**src/rtl/hacd_pkg.sv**
```systemverilog
// Shared AXI write-path types and helpers for the hawk write arbiter.
package hacd_pkg;

    // Requester -> master write request: one AW and one W beat per transaction.
    typedef struct packed {
        logic [39:0] addr;
        logic [63:0] data;
        logic [7:0]  strb;
        logic        awvalid;
        logic        wvalid;
    } axi_wr_reqpkt_t;

    typedef struct packed {
        logic awready;
        logic wready;
    } axi_wr_rdypkt_t;

    typedef struct packed {
        logic [1:0] bresp;
        logic       bvalid;
    } axi_wr_resppkt_t;

    typedef enum logic [1:0] {ARB_IDLE, ARB_XFER, ARB_WAIT_B} wrarb_state_t;

    localparam logic [1:0] AXI_RESP_SLVERR = 2'b10;

    // Index width for n entries; never narrower than one bit.
    function automatic int clogb2(input int n);
        return (n <= 2) ? 1 : $clog2(n);
    endfunction

endpackage

```
**src/rtl/hawk_rr_picker.sv**
```systemverilog
// Round-robin picker: first pending index at or above ptr_i, wrapping modulo N.
module hawk_rr_picker #(
    parameter int N  = 3,
    parameter int IW = 2
) (
    input  logic [N-1:0]  pend_i,
    input  logic [IW-1:0] ptr_i,
    output logic [IW-1:0] idx_o,
    output logic          vld_o
);

    // Scan from the pointer upward; the first hit wins.
    always_comb begin
        int j;
        idx_o = '0;
        vld_o = 1'b0;
        j     = 0;
        for (int k = 0; k < N; k++) begin
            j = (int'(ptr_i) + k) % N;
            if (!vld_o && pend_i[j]) begin
                vld_o = 1'b1;
                idx_o = IW'(j);
            end
        end
    end

endmodule

```
**src/rtl/hawk_axiwr_arb.sv**
```systemverilog
// Round-robin arbiter sharing one AXI write master port among NUM_REQ requesters.
// One transaction in flight; the grant is held from AW/W until the B response.
// Optional B-response watchdog enabled by HAWK_WRARB_TIMEOUT_EN.
module hawk_axiwr_arb
    import hacd_pkg::*;
#(
    parameter int NUM_REQ     = 3,
    parameter int TIMEOUT_CYC = 1024
) (
    input  logic                              clk_i,
    input  logic                              rst_i,
    input  axi_wr_reqpkt_t  [NUM_REQ-1:0]     req_i,
    output axi_wr_rdypkt_t  [NUM_REQ-1:0]     rdy_o,
    output axi_wr_resppkt_t [NUM_REQ-1:0]     resp_o,
    output axi_wr_reqpkt_t                    m_req_o,
    input  axi_wr_rdypkt_t                    m_rdy_i,
    input  axi_wr_resppkt_t                   m_resp_i,
    output logic                              m_bready_o,
    output logic [clogb2(NUM_REQ)-1:0]        gnt_idx_o,
    output logic                              busy_o,
    output logic                              timeout_err_o
);

    localparam int IW = clogb2(NUM_REQ);

    wrarb_state_t   state_q, state_d;
    logic [IW-1:0]  gnt_q, gnt_d, rr_q, rr_d;
    logic           aw_done_q, aw_done_d, w_done_q, w_done_d;
    logic [NUM_REQ-1:0] pend;
    logic [IW-1:0]  pick_idx;
    logic           pick_vld;
    logic           aw_fire, w_fire, finish;
    axi_wr_reqpkt_t cur;

`ifdef HAWK_WRARB_TIMEOUT_EN
    localparam int CW = $clog2(TIMEOUT_CYC + 1);
    logic [CW-1:0] cnt_q, cnt_d;
    logic          err_q, err_d;
`endif

    // A requester is pending as soon as either channel is valid.
    always_comb begin
        for (int i = 0; i < NUM_REQ; i++) pend[i] = req_i[i].awvalid | req_i[i].wvalid;
    end

    hawk_rr_picker #(.N(NUM_REQ), .IW(IW)) u_pick (
        .pend_i (pend),
        .ptr_i  (rr_q),
        .idx_o  (pick_idx),
        .vld_o  (pick_vld)
    );

    // Next-state and output muxing for grant, data transfer and B routing.
    always_comb begin
        state_d    = state_q;
        gnt_d      = gnt_q;
        rr_d       = rr_q;
        aw_done_d  = aw_done_q;
        w_done_d   = w_done_q;
        m_req_o    = '0;
        rdy_o      = '0;
        resp_o     = '0;
        m_bready_o = 1'b0;
        aw_fire    = 1'b0;
        w_fire     = 1'b0;
        finish     = 1'b0;
        cur        = req_i[gnt_q];
`ifdef HAWK_WRARB_TIMEOUT_EN
        cnt_d      = cnt_q;
        err_d      = err_q;
`endif
        case (state_q)
            ARB_IDLE: begin
                if (pick_vld) begin
                    gnt_d   = pick_idx;
                    state_d = ARB_XFER;
                end
            end
            ARB_XFER: begin
                m_req_o         = cur;
                m_req_o.awvalid = cur.awvalid & ~aw_done_q;
                m_req_o.wvalid  = cur.wvalid & ~w_done_q;
                rdy_o[gnt_q].awready = m_rdy_i.awready & ~aw_done_q;
                rdy_o[gnt_q].wready  = m_rdy_i.wready & ~w_done_q;
                aw_fire   = m_req_o.awvalid & m_rdy_i.awready;
                w_fire    = m_req_o.wvalid & m_rdy_i.wready;
                aw_done_d = aw_done_q | aw_fire;
                w_done_d  = w_done_q | w_fire;
                if (aw_done_d && w_done_d) begin
                    state_d = ARB_WAIT_B;
`ifdef HAWK_WRARB_TIMEOUT_EN
                    cnt_d   = '0;
`endif
                end
            end
            ARB_WAIT_B: begin
                m_bready_o = 1'b1;
                if (m_resp_i.bvalid) begin
                    resp_o[gnt_q] = m_resp_i;
                    finish        = 1'b1;
                end
`ifdef HAWK_WRARB_TIMEOUT_EN
                else if (cnt_q == CW'(TIMEOUT_CYC)) begin
                    resp_o[gnt_q].bresp  = AXI_RESP_SLVERR;
                    resp_o[gnt_q].bvalid = 1'b1;
                    err_d                = 1'b1;
                    finish               = 1'b1;
                end else begin
                    cnt_d = cnt_q + 1'b1;
                end
`endif
                if (finish) begin
                    state_d   = ARB_IDLE;
                    rr_d      = (int'(gnt_q) == NUM_REQ - 1) ? '0 : gnt_q + 1'b1;
                    aw_done_d = 1'b0;
                    w_done_d  = 1'b0;
                end
            end
            default: state_d = ARB_IDLE;
        endcase
    end

    // State, grant, pointer and handshake-flag registers.
    always_ff @(posedge clk_i or posedge rst_i) begin
        if (rst_i) begin
            state_q   <= ARB_IDLE;
            gnt_q     <= '0;
            rr_q      <= '0;
            aw_done_q <= 1'b0;
            w_done_q  <= 1'b0;
        end else begin
            state_q   <= state_d;
            gnt_q     <= gnt_d;
            rr_q      <= rr_d;
            aw_done_q <= aw_done_d;
            w_done_q  <= w_done_d;
        end
    end

`ifdef HAWK_WRARB_TIMEOUT_EN
    // Watchdog counter and sticky error flag.
    always_ff @(posedge clk_i or posedge rst_i) begin
        if (rst_i) begin
            cnt_q <= '0;
            err_q <= 1'b0;
        end else begin
            cnt_q <= cnt_d;
            err_q <= err_d;
        end
    end
    assign timeout_err_o = err_q;
`else
    assign timeout_err_o = 1'b0;
`endif

    assign busy_o    = (state_q != ARB_IDLE);
    assign gnt_idx_o = gnt_q;

    // Elaboration sanity on the configuration.
    a_cfg: assert property (@(posedge clk_i) (NUM_REQ >= 2 && NUM_REQ <= 8 && TIMEOUT_CYC > 0));

    // A granted requester must hold a valid until it is accepted.
    a_aw_hold: assert property (@(posedge clk_i) disable iff (rst_i)
        (state_q == ARB_XFER && m_req_o.awvalid && !m_rdy_i.awready) |=> req_i[gnt_q].awvalid);
    a_w_hold: assert property (@(posedge clk_i) disable iff (rst_i)
        (state_q == ARB_XFER && m_req_o.wvalid && !m_rdy_i.wready) |=> req_i[gnt_q].wvalid);

endmodule

```
**config.mk**
```make
export PLATFORM = sky130hd
export DESIGN_NAME = hawk_axiwr_arb
export DESIGN_NICKNAME = d
export VERILOG_FILES = /design/src/rtl/hacd_pkg.sv /design/src/rtl/hawk_rr_picker.sv /design/src/rtl/hawk_axiwr_arb.sv
export SDC_FILE = /design/constraint.sdc
export NUM_CORES = 1
export LEC_CHECK = 0
export CAP_MARGIN = 20
export CORE_AREA = 5 5 185 187
export CTS_CLUSTER_SIZE = 12
export DETAILED_ROUTE_END_ITERATION = 10
export DIE_AREA = 0 0 190 192
export PLACE_DENSITY = 0.48
export SKIP_CTS_REPAIR_TIMING = 1
export SLEW_MARGIN = 0
export SYNTH_ARGS = -nofsm -noshare
export SYNTH_HDL_FRONTEND = slang
export SYNTH_SLANG_ARGS = --single-unit
```
**constraint.sdc**
```tcl
create_clock -name clk_i -period 2.2 [get_ports clk_i]
set_input_delay 0.22 -clock clk_i [delete_from_list [all_inputs] [get_ports clk_i]]
set_output_delay 0.22 -clock clk_i [all_outputs]
set_load 0.005 [all_outputs]
```
==> results.yml <==
power_and_ir_drop:
  p_switching_mw: 4.20
  clkPwrFrac: 0.034
  p_leak_nw: 5.24
  seqPwrFrac: 0.037
  p_int_mw: 5.24
  ir_worst_vdd_mv: 0.442
  p_per_area_nw_per_um2: 971
  swShare: 0.445
  pwr-share-comb: 0.929
timing:
  grt_setup_unrepaired: "true"
  setup_tns_ps: -1370
  hold_viol: 0
  fin_crit_sh: 1.05
  finClkSkew_ps: 4.83
  setup_viol: 28
  drv_slew: 0
  fin_ws_ps: -113
  fmaxAchievable_ghz: 0.432
  fin_crit_ps: 2310
cts:
  cts_buffer_depth: 2
  numCtsBuffers: 3
  cts_max_level: 1
  clk_latency_ps: 240
  clkTransAtPathRegs_ps: 40
  cts.sinks: 8
  root_buffer: "clkbuf_16"
  tritoncts: "built"
yosys:
  avgSynthCellArea_um2: 6.09
  syn-cell-area_um2: 3630
  synth_ff_type: "dfrtp_1"
  ys_ff_latch: 8
  synth-async-reset-ratio: 1.00
  synth_fp_nets: 948
  synth_cell_types: 42
  synth-seq-area-share: 0.0552
  synth_edf_count: 0
  ys.warnings.count: 0
  syn-instance-count: 596
route:
  antenna_left: 0
  vias: 6113
  first_pass_iters: 4
  route.detailed.drc: 0
  finalWirelength_mm: 26.0
  drt_iter0_drc: 178
  vias_per_cell: 4.00
  wire_per_inst_um: 17.0
critical_path:
  critical_path_class: "reg2out"
  cpLargestDelayFamily: "buffers and inverters"
  crit_arrival_ps: 2090
  required_ps: 1980
  critPathMaxStageDelay_ps: 560
  crit_buf_inv: 2
  worstRegToRegCells: 6
  cp.depth: 5
  worst_setup_path_end_kind: "primary output"
  crit_slowest_cell: "dfrtp_4"
  start_kind: "flip-flop"
  crit_chain: "nor2b_4, buf_12, a21oi_1, nor2_1, clkdlybuf4s50_1"
  crit_fanout: 52
global_routing:
  track_usage: 0.124
  grt_pass1_wl_mm: 36.2
  grt_max_degree: 54
  antenna_found_initial: 1
  grt.overflow.total: 0
  grt_pass1_vias: 6483
cells_and_area:
  post-route-util: 0.301
  area_growth_pct: 168
  n_antenna_cell: 0
  nets: 1439
  drive_gt1_frac: 0.0810
  stdcell_count: 1528
floorplanning:
  start_util: 0.112
  die_h_um: 192
  ios: 483
  placementRows: 66
  die-width_um: 190
  die-area_um2: 36500
  fp.coreArea_um2: 32300
placed_design:
  numPortBuffers: 481
  place.detailed.instances: 1501
  place_congestion: 0.811
  hpwl_mm: 20.8
flow_run:
  cap_violations: 0
worst_hold_path:
  hold_path_class: "in2async"
run_status:
  run_status: "finished with violations"
  violations: "setup timing"
-- cell usage in the layout, fill, tap and decap left out, types with 5 or more instances in the layout --
master,netlist,final
nand2_1,5,5
dlymetal6s2s_1,0,87
buf_4,10,36
nor2_1,239,237
buf_12,0,18
dfrtp_1,8,5
mux2i_1,114,110
inv_1,5,5
clkdlybuf4s50_1,0,394
clkbuf_16,0,5
a21oi_1,114,111
and2_1,6,5
-- worst register-to-register path, cell delays in order (launching register included) --
cell and delay, ps:
dfrtp_4 520, clkbuf_16 190, buf_2 190, mux2i_1 200, nand2_1 100, a31oi_1 300, o221a_1 230
-- power groups by stage --
| stage | Clock, mW | Combinational [mW] | Sequential, mW |
|---|---|---|---|
| final | 0.322 | 8.77 | 0.347 |
| after global routing | 0.340 | 9.61 | 0.362 |
| after CTS | 0.331 | 8.67 | 0.338 |
| after detailed placement | 0 | 8.62 | 0.339 |
| after global placement | 0 | 8.67 | 0.333 |
| after floorplan | 0 | 4.34 | 0.276 |
-- sequential cells by signal, summed over array words and instances, names as in the netlist --
name       cells
gnt_idx_o      2
rr_q           2
state_q        2
aw_done_q      1
w_done_q       1
-- Yosys cell counts (2+ instances only) --
cell type    n  area, um^2
clkbuf_1     7        26.3
buf_4       10        75.1
nand3_1      3        15.0
nor3b_1      2        15.0
inv_1        5        18.8
nor3_1       4        20.0
o21ai_1      4        20.0
ha_1         3        37.5
buf_1        4        15.0
o21ai_0      2        10.0
a211o_1      2        17.5
nand2b_1     6        37.5
nor2_1     239         897
nand2_1      5        18.8
a21oi_1    114         571
mux2i_1    114        1140
dfrtp_1      8         200
nor2b_1      2        12.5
buf_6       14         158
a31o_1       2        17.5
a21o_1       2        15.0
and2_1       6        37.5
buf_2       19        95.1
-- worst paths after layout --
path	from	endpoint	slack [ps]
setup / recovery	gnt_idx_o[0]$_DFFE_PP0P_	m_req_o[93]	-110
hold / removal	rst_i	state_q[0]$_DFFE_PP0P_	270
setup reg to reg	gnt_idx_o[0]$_DFFE_PP0P_	state_q[0]$_DFFE_PP0P_	420
hold reg to reg	state_q[1]$_DFFE_PP0P_	state_q[1]$_DFFE_PP0P_	510
max in group asynchronous	rst_i	gnt_idx_o[0]$_DFFE_PP0P_	1610
min in group clk_i	state_q[1]$_DFFE_PP0P_	state_q[1]$_DFFE_PP0P_	510
-- kinds of logic after synthesis --
group                    count (synthesis)  synth area share
AO/OA/AOI/OAI                          135             0.206
adder cells (fa/ha/maj)                  3            0.0103
buffers and inverters                   61             0.109
flip-flops                               8            0.0552
multiplexers                           114             0.315
other                                    1           0.00103
AND/OR/NAND/NOR                        274             0.304
-- routing by layer --
layer / global-route usage / wire length, um
met1: 0.130 / 9520
met2: 0.245 / 13700
met3: 0.0405 / 2560
met4: 0.0156 / 292
met5: 0 / 13
-- stage by stage --
| stage | hold slack (ps) | worst slack [ps] | instance area, um^2 | total power [mW] |
|---|---|---|---|---|
| 2_1_floorplan | 35.7 | 656 | 3630 | 4.62 |
| 4_1_cts | 276 | -147 | 9200 | 9.34 |
| 3_5_place_dp | 517 | 106 | 9120 | 8.96 |
| 3_3_place_gp | 509 | 108 | 9120 | 9.00 |
| 5_1_grt | 300 | -205 | 9720 | 10.3 |
| 6_report | 269 | -113 | 9720 | 9.44 |
-- layout make-up --
class,instances,area [um^2]
Fill cell,3462,22600
Timing Repair Buffer,541,5750
Multi-Input combinational cell,527,3100
Tap cell,442,553
Sequential cell,8,209
Clock buffer,4,78.8
Inverter,6,25.0
Note: power is estimated with default switching activity, not from simulation.
